## src/rtl/ecc_scrub_err_logger.sv

```systemverilog
// -----------------------------------------------------------------------------
// ecc_scrub_err_logger
//
// Error logger that sits behind the ECC scrubber output stage. It counts
// corrected and uncorrectable tag/data errors in saturating counters. It
// queues uncorrectable-error records in a small first-word-fall-through FIFO.
// It raises a level interrupt for software. Errors are only recorded here;
// nothing is corrected.
//
// Ports
//   clk_i, rst_ni                 clock, asynchronous active-low reset
//   scrub_*_i                     single-cycle error pulses from the scrubber
//   scrub_add_i                   data-bank address, valid with any pulse
//   clear_i                       synchronous clear of counters and overflow
//   *_cnt_o                       saturating error counters (registered)
//   log_valid_o / log_ready_i     FWFT FIFO head handshake
//   log_data_add_o, log_tag_add_o head record data address and tag index
//   log_is_tag_o, log_is_data_o   head record error-kind flags
//   overflow_o                    sticky: a record was dropped on a full FIFO
//   irq_o / irq_clear_i           level interrupt and its acknowledge
// -----------------------------------------------------------------------------
module ecc_scrub_err_logger #(
  parameter int unsigned DataDepth = 2048,
  parameter int unsigned TagDepth  = 256,
  parameter int unsigned LogDepth  = 4,
  parameter int unsigned CntWidth  = 16,
  localparam int unsigned DataAddrWidth = $clog2(DataDepth),
  localparam int unsigned TagAddrWidth  = $clog2(TagDepth)
) (
  input  logic                     clk_i,
  input  logic                     rst_ni,
  input  logic                     scrub_tag_bit_corrected_i,
  input  logic                     scrub_tag_uncorrectable_i,
  input  logic                     scrub_data_bit_corrected_i,
  input  logic                     scrub_data_uncorrectable_i,
  input  logic [DataAddrWidth-1:0] scrub_add_i,
  input  logic                     clear_i,
  output logic [CntWidth-1:0]      tag_corr_cnt_o,
  output logic [CntWidth-1:0]      tag_uncorr_cnt_o,
  output logic [CntWidth-1:0]      data_corr_cnt_o,
  output logic [CntWidth-1:0]      data_uncorr_cnt_o,
  output logic                     log_valid_o,
  input  logic                     log_ready_i,
  output logic [DataAddrWidth-1:0] log_data_add_o,
  output logic [TagAddrWidth-1:0]  log_tag_add_o,
  output logic                     log_is_tag_o,
  output logic                     log_is_data_o,
  output logic                     overflow_o,
  output logic                     irq_o,
  input  logic                     irq_clear_i
);

  localparam int unsigned IdxWidth = $clog2(LogDepth);
  localparam int unsigned PtrWidth = IdxWidth + 1;

  typedef struct packed {
    logic                     is_tag;
    logic                     is_data;
    logic [DataAddrWidth-1:0] add;
  } rec_t;

  // ---------------------------------------------------------------------------
  // Saturating counters
  // ---------------------------------------------------------------------------
  // A clear that coincides with an event leaves the counter at 1, so the event
  // is never lost.
  function automatic logic [CntWidth-1:0] cnt_next(
    input logic [CntWidth-1:0] cnt,
    input logic                inc,
    input logic                clr
  );
    if (clr) return {{(CntWidth-1){1'b0}}, inc};
    if (inc && (cnt != '1)) return cnt + CntWidth'(1);
    return cnt;
  endfunction

  logic [CntWidth-1:0] tag_corr_q,   tag_corr_d;
  logic [CntWidth-1:0] tag_uncorr_q, tag_uncorr_d;
  logic [CntWidth-1:0] data_corr_q,  data_corr_d;
  logic [CntWidth-1:0] data_uncorr_q, data_uncorr_d;

  assign tag_corr_d    = cnt_next(tag_corr_q,    scrub_tag_bit_corrected_i,  clear_i);
  assign tag_uncorr_d  = cnt_next(tag_uncorr_q,  scrub_tag_uncorrectable_i,  clear_i);
  assign data_corr_d   = cnt_next(data_corr_q,   scrub_data_bit_corrected_i, clear_i);
  assign data_uncorr_d = cnt_next(data_uncorr_q, scrub_data_uncorrectable_i, clear_i);

  // NOTE: state registers use non-blocking assignments so every flop samples
  // the pre-edge values, independent of statement order.
  always_ff @(posedge clk_i or negedge rst_ni) begin
    if (!rst_ni) begin
      tag_corr_q    <= '0;
      tag_uncorr_q  <= '0;
      data_corr_q   <= '0;
      data_uncorr_q <= '0;
    end else begin
      tag_corr_q    <= tag_corr_d;
      tag_uncorr_q  <= tag_uncorr_d;
      data_corr_q   <= data_corr_d;
      data_uncorr_q <= data_uncorr_d;
    end
  end

  assign tag_corr_cnt_o    = tag_corr_q;
  assign tag_uncorr_cnt_o  = tag_uncorr_q;
  assign data_corr_cnt_o   = data_corr_q;
  assign data_uncorr_cnt_o = data_uncorr_q;

  // ---------------------------------------------------------------------------
  // Uncorrectable-error FIFO (first-word fall-through)
  // ---------------------------------------------------------------------------
  // The pointers carry one extra wrap bit. Equal pointers mean the FIFO is
  // empty. Pointers that differ only in the wrap bit mean it is full.
  logic [PtrWidth-1:0] wr_ptr_q, wr_ptr_d;
  logic [PtrWidth-1:0] rd_ptr_q, rd_ptr_d;
  logic                fifo_empty, fifo_full;
  logic                push_req, push_ok, pop, drop;
  rec_t                push_rec, head_rec;
  rec_t                mem_q [LogDepth];

  assign fifo_empty = (wr_ptr_q == rd_ptr_q);
  assign fifo_full  = (wr_ptr_q[PtrWidth-1] != rd_ptr_q[PtrWidth-1]) &&
                      (wr_ptr_q[IdxWidth-1:0] == rd_ptr_q[IdxWidth-1:0]);

  assign push_req = scrub_tag_uncorrectable_i | scrub_data_uncorrectable_i;
  assign pop      = ~fifo_empty & log_ready_i;
  // A pop frees the head slot in the same cycle, so a push into a full FIFO
  // is accepted when a pop happens with it.
  assign push_ok  = push_req & (~fifo_full | pop);
  assign drop     = push_req & fifo_full & ~pop;

  assign push_rec = '{is_tag:  scrub_tag_uncorrectable_i,
                      is_data: scrub_data_uncorrectable_i,
                      add:     scrub_add_i};

  assign wr_ptr_d = wr_ptr_q + PtrWidth'(push_ok);
  assign rd_ptr_d = rd_ptr_q + PtrWidth'(pop);

  always_ff @(posedge clk_i or negedge rst_ni) begin
    if (!rst_ni) begin
      wr_ptr_q <= '0;
      rd_ptr_q <= '0;
    end else begin
      wr_ptr_q <= wr_ptr_d;
      rd_ptr_q <= rd_ptr_d;
    end
  end

  // NOTE: the record storage has no reset. The pointers alone decide validity,
  // and stale contents are masked off the outputs while the FIFO is empty.
  always_ff @(posedge clk_i) begin
    if (push_ok) mem_q[wr_ptr_q[IdxWidth-1:0]] <= push_rec;
  end

  assign head_rec       = mem_q[rd_ptr_q[IdxWidth-1:0]];
  assign log_valid_o    = ~fifo_empty;
  assign log_data_add_o = fifo_empty ? '0 : head_rec.add;
  assign log_is_tag_o   = ~fifo_empty & head_rec.is_tag;
  assign log_is_data_o  = ~fifo_empty & head_rec.is_data;
  assign log_tag_add_o  = log_data_add_o[DataAddrWidth-1 -: TagAddrWidth];

  // ---------------------------------------------------------------------------
  // Overflow flag and interrupt
  // ---------------------------------------------------------------------------
  logic overflow_q, overflow_d;
  logic irq_q, irq_d;

  // A drop in the same cycle as clear_i still sets the flag, so that drop is
  // not hidden.
  assign overflow_d = drop | (overflow_q & ~clear_i);
  // A new event takes priority over an acknowledge in the same cycle.
  assign irq_d      = (push_ok | drop) | (irq_q & ~irq_clear_i);

  always_ff @(posedge clk_i or negedge rst_ni) begin
    if (!rst_ni) begin
      overflow_q <= 1'b0;
      irq_q      <= 1'b0;
    end else begin
      overflow_q <= overflow_d;
      irq_q      <= irq_d;
    end
  end

  assign overflow_o = overflow_q;
  assign irq_o      = irq_q;

  // ---------------------------------------------------------------------------
  // Simulation checks: the scrubber's check state lasts a single cycle, so no
  // source may pulse on two consecutive cycles.
  // ---------------------------------------------------------------------------
  a_log_depth_pow2: assert property (@(posedge clk_i)
    (LogDepth >= 2) && ((LogDepth & (LogDepth - 1)) == 0));
  a_tag_corr_single: assert property (@(posedge clk_i) disable iff (!rst_ni)
    scrub_tag_bit_corrected_i |=> !scrub_tag_bit_corrected_i);
  a_tag_uncorr_single: assert property (@(posedge clk_i) disable iff (!rst_ni)
    scrub_tag_uncorrectable_i |=> !scrub_tag_uncorrectable_i);
  a_data_corr_single: assert property (@(posedge clk_i) disable iff (!rst_ni)
    scrub_data_bit_corrected_i |=> !scrub_data_bit_corrected_i);
  a_data_uncorr_single: assert property (@(posedge clk_i) disable iff (!rst_ni)
    scrub_data_uncorrectable_i |=> !scrub_data_uncorrectable_i);

endmodule

```

## config.mk

```make
export PLATFORM = sky130hd
export DESIGN_NAME = ecc_scrub_err_logger
export DESIGN_NICKNAME = d
export VERILOG_FILES = /design/src/rtl/ecc_scrub_err_logger.sv
export SDC_FILE = /design/constraint.sdc
export NUM_CORES = 1
export LEC_CHECK = 0
export CORE_MARGIN = 8
export CORE_UTILIZATION = 45
export CTS_BUF_LIST = sky130_fd_sc_hd__clkbuf_16
export DETAILED_ROUTE_END_ITERATION = 6
export PLACE_DENSITY = 0.7
export REMOVE_ABC_BUFFERS = 1
export SLEW_MARGIN = 20
export SYNTH_ARGS = -nofsm -noshare
export SYNTH_HDL_FRONTEND = slang
export SYNTH_SLANG_ARGS = --single-unit
```

## constraint.sdc

```tcl
create_clock -name clk_i -period 3.7 [get_ports clk_i]
set_clock_uncertainty 0.05 [all_clocks]
set_input_delay 0.555 -clock clk_i [delete_from_list [all_inputs] [get_ports clk_i]]
set_output_delay 0.555 -clock clk_i [all_outputs]
set_load 0.005 [all_outputs]
```

* After elaboration in Yosys (flattened, before gate mapping)
Memory sizes are Yosys's and may differ from the RTL's.
Index checks and enable logic that the tools add are counted.
** Cells by class
- $add $sub $neg :: 6
- Equality and inequality tests :: 7
- Multiplexer cells :: 28
- Bitwise gates (word level) :: 18
- Reductions and logical operators :: 9
** Operators with widths (number)
- 2-to-1 mux 16 bit :: 16
- adder 16 x 1 -> 16 bit (second input constant) :: 4
- inequality test 16 bit (second input constant) :: 4
- 2-to-1 mux 1 bit :: 11
- 2-to-1 mux 11 bit :: 1
- bitwise AND 1 bit :: 8
- nonzero test 2 bit :: 4
- adder 3 x 1 -> 3 bit :: 2
- logical AND 1 bit :: 5
- inverter 1 bit :: 5
- OR 1 bit :: 5
- == test 3 bit :: 1
- == test 2 bit :: 1
- inequality test 1 bit :: 1
** Word-level totals
- Register bits :: 72
- RAM bits :: 52
- Input bits :: 20
- Output and inout bits :: 88
- Logic and storage cells :: 77
- Memories kept :: 1
** Memories
- mem_q :: depth 4, bits a word 13, read ports 1, clocked after Yosys merged registers in 0, wr ports 1, RTL line 118 : rec_t mem_q [LogDepth];

* Longest topological paths before layout
Gate-level depths: netlist of the first run.
- Depth after elaboration :: 7
- Gate-level depth with buffers :: 8
- Depth with buffers taken out :: 6

* Worst setup path after synthesis of the first run
OpenSTA, ideal clock, no wires.
- Kind :: register to register
- Start point :: register rd_ptr_q[0]
- End point :: memory mem_q[0][0] (netlist bit), enable pin
- Setup time :: 402 ps
- Arrival time :: 2141 ps
- Data required time :: 3248 ps
- Path slack :: 1107 ps
- Cell stages (with the launch flop) :: 6
- Path buffers :: 1
- Clock period less this slack :: 2593 ps
- Cell sequence :: dfrtp_1 -> clkbuf_1 -> xor2_1 -> or4_1 -> o21a_1 -> nor3b_1
** Between the ends
- Longest elaborated chain between the ends :: 7
- Elaborated cells on any way between the ends :: 10
- Those cells by class :: eq/ne (2); mux (2); bitwise (5); reduce/logical (1)
** Ends and longest elaborated chain
- start, declared :: RTL line 114 : logic [PtrWidth-1:0] rd_ptr_q, rd_ptr_d;
- start signal, assigned :: RTL line 144 : rd_ptr_q <= rd_ptr_d;
- == test 3 bit or == test 2 bit (tied branches) :: RTL line 120, 122
- inverter 1 bit or logical AND 1 bit (tied branches) :: RTL line 125, 121
- bitwise AND 1 bit or inverter 1 bit (tied branches) :: RTL line 125, 128
- OR 1 bit (*) :: RTL line 128 : assign push_ok = push_req & (~fifo_full | pop);
- bitwise AND 1 bit (*) :: RTL line 128
- 2-to-1 mux 1 bit (*) :: RTL line 151 : if (push_ok) mem_q[wr_ptr_q[IdxWidth-1:0]] <= push_rec;
- 2-to-1 mux 1 bit (not written as such) (*) :: RTL line 151
- end, declared :: RTL line 118
Mark *: on every way between the ends. The rest lies on a longest branch, timed or not.

* Worst setup path in the final report of the first run
- Start point :: register rd_ptr_q[0]
- End point :: output port log_data_add_o[7]
** Between the ends
- Longest elaborated chain between the ends :: 2
- Elaborated cells on any way between the ends :: 3
- Those cells by class :: eq/ne (1); mux (1); memory (1)
** Ends and longest elaborated chain
- memory (4 x 13 bit) or == test 3 bit (tied branches)
- 2-to-1 mux 11 bit (*) :: RTL line 156 : assign log_data_add_o = fifo_empty ? '0 : head_rec.add;
- end, declared :: RTL line 44 : output logic [DataAddrWidth-1:0] log_data_add_o,
Marks and branches as above.

==> key figures, run 1 <==
Outcome
  – Run status: finished clean

Detailed routing
  – Drt wl/cell: roughly 17 um
  – Sum of routed wire length over all layers: 12900 um
  – DRT antenna net count: 0
  – Final routed DRC violation total: 0
  – Vias per cell: between 5 and 6
  – Count of vias placed by the detailed router: between 4000 and 5000
  – First-pass iteration count of the detailed router: 4
  – Iteration-0 DRC count of the detailed router: ~220

Pwr
  – Overall power of the completed layout: between 0.004 and 0.005 W
  – Pwr per Cell Area: around 620 nW/um2
  – Maximum vdd ir drop: about 0.00024 V
  – Leak Pwr: roughly 2.9 nW

Clock tree
  – PostCTS Resize Cnt: 0
  – Hold buffer count at CTS: 0
  – Clk buf depth: 2
  – Cell chosen for the clock root: sky130_fd_sc_hd__clkbuf_16
  – TritonCTS clock tree: built
  – Maximum level of the CTS H-tree: 4
  – Clock net sink count: around 120
  – Setup Fix Bufs, Post-CTS: 0
  – Clock input transition at the sequential cells of the worst setup and hold paths: roughly 0.06 ns
  – Clk_lat worst skew: 0.41 ns
  – Num CTS Buffers: 17

Critical path
  – CP Buf/Inv Count: 2
  – Classification of the worst setup path: flop to primary output
  – R2R Path End: mem_q[0][10]
  – Data required, critical path: slightly above 3 ns
  – Cell with the largest stage delay on the worst path: sky130_fd_sc_hd__dfrtp_1
  – Setup slack on the worst flop-to-flop path: around 1 ns
  – Maximum net fanout on the critical path: 11
  – Category of cells accounting for the largest share of critical-path delay: flip-flops
  – Crit path arrival time: 2.55 ns
  – Launch instance of the worst register-to-register path: rd_ptr_q[0]
  – Count of cells along the worst register-to-register path: 4
  – Stage delay of the slowest cell on the critical path: 0.76 ns
  – Type of element capturing the critical path: primary output
  – Worst path cell trace: buf_4 -> mux4_2 -> nor2b_1 -> clkdlybuf4s50_1
  – Crit start category: flop

Logic synthesis
  – Largest area contributor in the netlist: sky130_fd_sc_hd__dfrtp_1
  – Mean instance size in the synthesized netlist: about 12 um2
  – Proportion of synthesized chip area in sequential cells: around 58%
  – Gate count after technology mapping: just under 500
  – Number of flops mapped to enable cells by yosys: 52
  – Netlist Area Pre-Place: about 5800 um2
  – Number of synthesized register bits: 124
  – Proportion of register bits with asynchronous set or reset after synthesis: 58.1%
  – Top post-synthesis cells by area: sky130_fd_sc_hd__dfrtp_1 31%, sky130_fd_sc_hd__edfxtp_1 27%, sky130_fd_sc_hd__mux4_2 5.0%
  – Count leader, synth: sky130_fd_sc_hd__dfrtp_1
  – Number of distinct standard cells referenced by the synthesized netlist: 51
  – YS warnings: 0
  – Ranking of synthesized cells by instance count: 72 x sky130_fd_sc_hd__dfrtp_1, 57 x sky130_fd_sc_hd__nor2_1, 52 x sky130_fd_sc_hd__edfxtp_1
  – Share of the synthesized area in the top cell type: a little under a third
  – Most used DFF post-synth: sky130_fd_sc_hd__dfrtp_1

Layout
  – Final instance area: 7600 um2
  – Final instance count without filler cells: slightly below 800
  – Syn-to-layout area delta: 30.9%
  – Ratio of cells with drive above 1 in the final layout: between 10 and 15%
  – Number of filler cells placed in the layout: about 1100
  – Number of diodes: 0
  – Number of nets in the final layout: a little over 600

GRT
  – Wire length of the first global-routing pass: around 21000 um
  – Gr ovfl total: 0
  – Pin count of the biggest net entering global routing: 73
  – Total Routing Usage GR: roughly 16%
  – Antenna violations before repair: 0
  – Number of global-route vias before repair: ~4200

STA
  – Max frequency: approximately 0.32 GHz
  – Fin crit period: 3.16 ns
  – Final max-slew violation count: 0
  – Total setup violations reported at the end of the flow: 0
  – Worst slew slack as a fraction of its limit: between 30% and 40%
  – Final hold violation count: 0
  – Unrepaired setup endpoints after global routing: no
  – Total Negative Setup Slacks: 0 ns
  – Final Cycle Share: a little under nine tenths
  – Worst Tran Pin Value: a little over 1 ns

Placement
  – IO buf count: around 110
  – GP Congestion: slightly below 0.9
  – Cell Count Post-Placement: 745
  – Placed Instance Area: roughly 7000 um2
  – Placed wire-length estimate: ~9000 um

Floorplan
  – Number of ports placed on the die boundary: between 100 and 150
  – Core Footprint: ~13000 um2
  – Full die area: between 15000 and 20000 um2
  – Die Ht: about 130 um
  – Initial Utilization: a little under half
  – FP Rows: a little over 40
  – Horiz. Die Dim: approximately 130 um

Run
  – Max-capacitance violation count: 0

Worst hold path
  – Worst hold path class: primary input to async pin
-- flip-flops by register name, indices dropped and copies added, names as in the netlist --
name / flops
data_corr_cnt_o: 16
data_uncorr_cnt_o: 16
irq_o: 1
mem_q: 52
overflow_o: 1
rd_ptr_q: 3
tag_corr_cnt_o: 16
tag_uncorr_cnt_o: 16
wr_ptr_q: 3
-- metal layers --
layer  global-route usage, %  vias up  wire (um)
li1                        -     1979          -
met1                    19.5     2000       5630
met2                    26.0      122       6170
met3                    5.96       11        960
met4                    5.74        0        167
met5                       0        -          0
-- kinds of logic after synthesis --
kind of cell | Yosys count | synth area share (%)
buffers and inverters | 29 | 2.56
XOR/XNOR | 50 | 7.53
adder cells (fa/ha/maj) | 8 | 1.72
flip-flops | 124 | 57.9
multiplexers | 19 | 6.09
AND/OR/NAND/NOR | 212 | 19.5
AO/OA/AOI/OAI | 41 | 4.71
-- report_power, final --
part	internal [W]	total (W)	switching, W
Clock	0.00105	0.00162	0.000576
Sequential	0.00169	0.00182	0.000125
Combinational	0.000788	0.00131	0.000520
-- how the worst max path moves through the flow --
stage | slack [ns] | startpoint | depth (start not counted) | to
2_1_floorplan | 0.87 | rd_ptr_q[0] | 4 | mem_q[0][0]
3_3_place_gp | 0.98 | rd_ptr_q[0] | 4 | log_tag_add_o[7]
3_5_place_dp | 0.91 | rd_ptr_q[0] | 4 | log_data_add_o[7]
4_1_cts | 0.47 | rd_ptr_q[0] | 4 | log_data_add_o[7]
5_1_grt | 0.38 | rd_ptr_q[0] | 4 | log_data_add_o[7]
6_report | 0.54 | rd_ptr_q[0] | 4 | log_data_add_o[7]
-- metrics by stage --
stage          setup slack (ns)  hold slack [ns]  util [%]
3_3_place_gp              0.980            0.425      55.6
2_1_floorplan             0.868            0.209         -
6_report                  0.541            0.227      60.3
4_1_cts                   0.475            0.269      60.3
3_5_place_dp              0.911            0.432      55.6
5_1_grt                   0.380            0.304      60.3
-- placed cells by master, fill, tap and decap left out, drive strengths merged, types with 5 or more instances in the layout --
cell type	Yosys	final
xnor2	30	30
edfxtp	52	52
nor2	57	57
clkinv	0	7
nor2b	15	15
mux4	13	13
nor3	16	16
a21oi	16	16
clkbuf	14	17
nand4	16	16
dfrtp	72	72
nor4	7	7
and3	18	18
inv	4	8
ha	8	8
buf	11	10
xor2	20	20
o21ai	6	6
mux2i	5	5
nand2	31	31
and4	6	6
nand3	24	24
clkdlybuf4s50	0	105
-- cell type report --
| cell class | instances | area (um2) | area share [%] |
|---|---|---|---|
| clock buffers | 17 | 425 | 5.59 |
| clock inverters | 15 | 158 | 2.07 |
| inverters | 4 | 15.0 | 0.197 |
| multi-input cells | 330 | 2300 | 30.3 |
| flip-flops and latches | 124 | 3360 | 44.2 |
| well taps | 172 | 215 | 2.83 |
| repair buffers | 115 | 1120 | 14.8 |
No activity file was read; power rests on OpenSTA's default activity.
==> run 2: changes to the inputs <==
- ABC_CLOCK_PERIOD_IN_PS: not set -> 3700
- MAX_ROUTING_LAYER: not set -> met4
==> run 2 against run 1 <==
  * Clock power is essentially flat
  * Sequential cell count is the same
  * Worst hold slack is essentially flat
  * Setup slack gained 0.0082 ns
  * Register-to-register slack gained 0.02 ns
  * Critical path depth is the same
  * Critical endpoint unchanged
==> key figures, run 2 (synthesized netlist as in run 1, its figures left out) <==
Clock tree
  – TritonCTS clock tree: built (unchanged)
  – Setup Fix Bufs, Post-CTS: 0 (unchanged)
  – PostCTS Resize Cnt: 0 (unchanged)
  – Maximum level of the CTS H-tree: 4 (unchanged)
  – Clk buf depth: 2 (unchanged)
  – Num CTS Buffers: 17 (unchanged)
  – Hold buffer count at CTS: 0 (unchanged)
  – Cell chosen for the clock root: sky130_fd_sc_hd__clkbuf_16 (unchanged)
  – Clk_lat worst skew: 0.40 ns (was 0.41 ns)
  – Clock net sink count: 124 (unchanged)
  – Clock input transition at the sequential cells of the worst setup and hold paths: 0.06 ns (about the same)

STA
  – Fin crit period: 3.15 ns (was 3.16 ns)
  – Worst hold margin: 0.227 ns (about the same)
  – Final max-slew violation count: 0 (unchanged)
  – Smallest setup slack after layout: 0.549 ns (was 0.541 ns)
  – Total setup violations reported at the end of the flow: 0 (unchanged)
  – Worst slew slack as a fraction of its limit: 32.1% (was 31.3%)
  – Worst Tran Pin Value: 1.01 ns (was 1.03 ns)
  – Unrepaired setup endpoints after global routing: no (unchanged)
  – Max frequency: 0.317 GHz (about the same)
  – Final hold violation count: 0 (unchanged)
  – Final Cycle Share: 85.2% (was 85.4%)
  – Total Negative Setup Slacks: 0 ns (unchanged)

Layout
  – Top library cells by usage in the layout, fill and taps aside: 105 x sky130_fd_sc_hd__clkdlybuf4s50_1, 72 x sky130_fd_sc_hd__dfrtp_1, 57 x sky130_fd_sc_hd__nor2_1 (unchanged)
  – Final instance area: 7600 um2 (unchanged)
  – Number of diodes: 0 (unchanged)
  – Syn-to-layout area delta: 30.9% (unchanged)
  – Number of nets in the final layout: 620 (unchanged)
  – Ratio of cells with drive above 1 in the final layout: 10.7% (unchanged)
  – Max FFs per register: 52 (unchanged)
  – Most frequent standard cell in the layout excluding fill and tap cells: sky130_fd_sc_hd__clkdlybuf4s50_1 (unchanged)
  – Number of filler cells placed in the layout: 1050 (unchanged)

Detailed routing
  – Vias per cell: 5.31 (was 5.29)
  – Final routed DRC violation total: 0 (unchanged)
  – Drt wl/cell: 16.6 um (about the same)
  – DRT antenna net count: 0 (unchanged)
  – Sum of routed wire length over all layers: 12900 um (about the same)
  – Iteration-0 DRC count of the detailed router: 205 (was 215)
  – First-pass iteration count of the detailed router: 5 (was 4)
  – Count of vias placed by the detailed router: 4123 (was 4112)

GRT
  – Antenna violations before repair: 0 (unchanged)
  – Gr ovfl total: 0 (unchanged)
  – Wire length of the first global-routing pass: 21300 um (about the same)
  – Number of global-route vias before repair: 4224 (was 4228)
  – Pin count of the biggest net entering global routing: 73 (unchanged)
  – Total Routing Usage GR: 16.6% (was 16.1%)

Floorplan
  – Full die area: 16800 um2 (unchanged)
  – Number of ports placed on the die boundary: 108 (unchanged)
  – Die Ht: 130 um (unchanged)
  – Initial Utilization: 46.1% (unchanged)
  – Horiz. Die Dim: 130 um (unchanged)
  – Core Footprint: 12600 um2 (unchanged)
  – FP Rows: 41 (unchanged)

Critical path
  – Crit path arrival time: 2.55 ns (about the same)
  – Worst path cell trace: buf_4 -> mux4_2 -> nor2b_1 -> clkdlybuf4s50_1 (unchanged)
  – Setup slack on the worst flop-to-flop path: 1.04 ns (was 1.02 ns)
  – Launch instance of the worst register-to-register path: rd_ptr_q[0] (unchanged)
  – R2R Path End: mem_q[0][6] (was mem_q[0][10])
  – Data required, critical path: 3.09 ns (about the same)
  – Stage delay of the slowest cell on the critical path: 0.76 ns (about the same)
  – Type of element capturing the critical path: primary output (unchanged)
  – Crit start category: flop (unchanged)
  – Setup crit start: rd_ptr_q[0] (unchanged)
  – End of the critical path: log_data_add_o[7] (unchanged)
  – Maximum net fanout on the critical path: 11 (unchanged)
  – Cell with the largest stage delay on the worst path: sky130_fd_sc_hd__dfrtp_1 (unchanged)
  – Count of cells along the worst register-to-register path: 4 (unchanged)
  – Classification of the worst setup path: flop to primary output (unchanged)

Placement
  – Worst Setup Slack post-DPL: 0.911 ns (unchanged)
  – Placed Instance Area: 7020 um2 (unchanged)
  – GP Congestion: 0.888 (was 0.874)
  – IO buf count: 107 (unchanged)
  – Placed wire-length estimate: 9020 um (unchanged)

Pwr
  – Overall power of the completed layout: 0.00474 W (about the same)
  – Pwr per Cell Area: 624 nW/um2 (about the same)
  – Maximum vdd ir drop: 0.000242 V (about the same)
  – Leak Pwr: 2.92 nW (unchanged)

Run
  – Max-capacitance violation count: 0 (unchanged)

Worst hold path
  – Worst hold path class: primary input to async pin (unchanged)

Outcome
  – Run status: finished clean (unchanged)
==> run 2: cell counts in the layout (fill, tap and decap cells not counted) <==
No cell type changed its count.
==> run 2: routing by layer <==
metal	wire, um	vias to the layer above	global-route usage [%]	part of all wire [%]
li1	-	1980	-	-
met1	5820	2001	20.2	45
met2	6110	124	25.9	47
met4	212	0	5.94	1.6
met5	0	-	-	0
met3	768	18	4.77	6.0
==> run 2: where the power goes <==
| group | switching, W | internal, W | leakage [nW] |
|---|---|---|---|
| sequential | 0.000126 | 0.00169 | 1.46 |
| combinational | 0.000519 | 0.000788 | 1.16 |
| clock | 0.000576 | 0.00105 | 0.296 |
==> run 2: worst max-delay path: cells and delay by family, from the launching register on <==
kind | cells | cell delay (ns)
mux | 1 | 0.49
simple gates | 1 | 0.15
flops | 1 | 0.76
buf+inv | 2 | 0.74
==> run 2: cell type report <==
cell class | count | area [um2] | share of cell area, %
flip-flops and latches | 124 | 3360 | 44.2
inverters | 4 | 15.0 | 0.197
repair buffers | 115 | 1120 | 14.8
multi-input cells | 330 | 2300 | 30.3
clock inverters | 15 | 158 | 2.07
clock buffers | 17 | 425 | 5.59
well taps | 172 | 215 | 2.83
==> run 2: worst min path at each step <==
stage | start | to | slack (ns) | cells after the start
after floorplan | rst_ni | data_corr_cnt_o[0] | 0.21 | 0
after global placement | wr_ptr_q[2] | wr_ptr_q[2] | 0.43 | 1
after detailed placement | rd_ptr_q[2] | rd_ptr_q[2] | 0.43 | 1
after CTS | rst_ni | tag_corr_cnt_o[13] | 0.27 | 1
after global routing | rst_ni | tag_corr_cnt_o[15] | 0.31 | 1
final | rst_ni | tag_corr_cnt_o[15] | 0.23 | 1
==> run 2: per-stage QoR <==
stage / utilization (%) / std cells
after floorplan: - / 458
after global placement: 55.6 / 745
after detailed placement: 55.6 / 745
after CTS: 60.3 / 777
after global routing: 60.3 / 777
final: 60.3 / 777
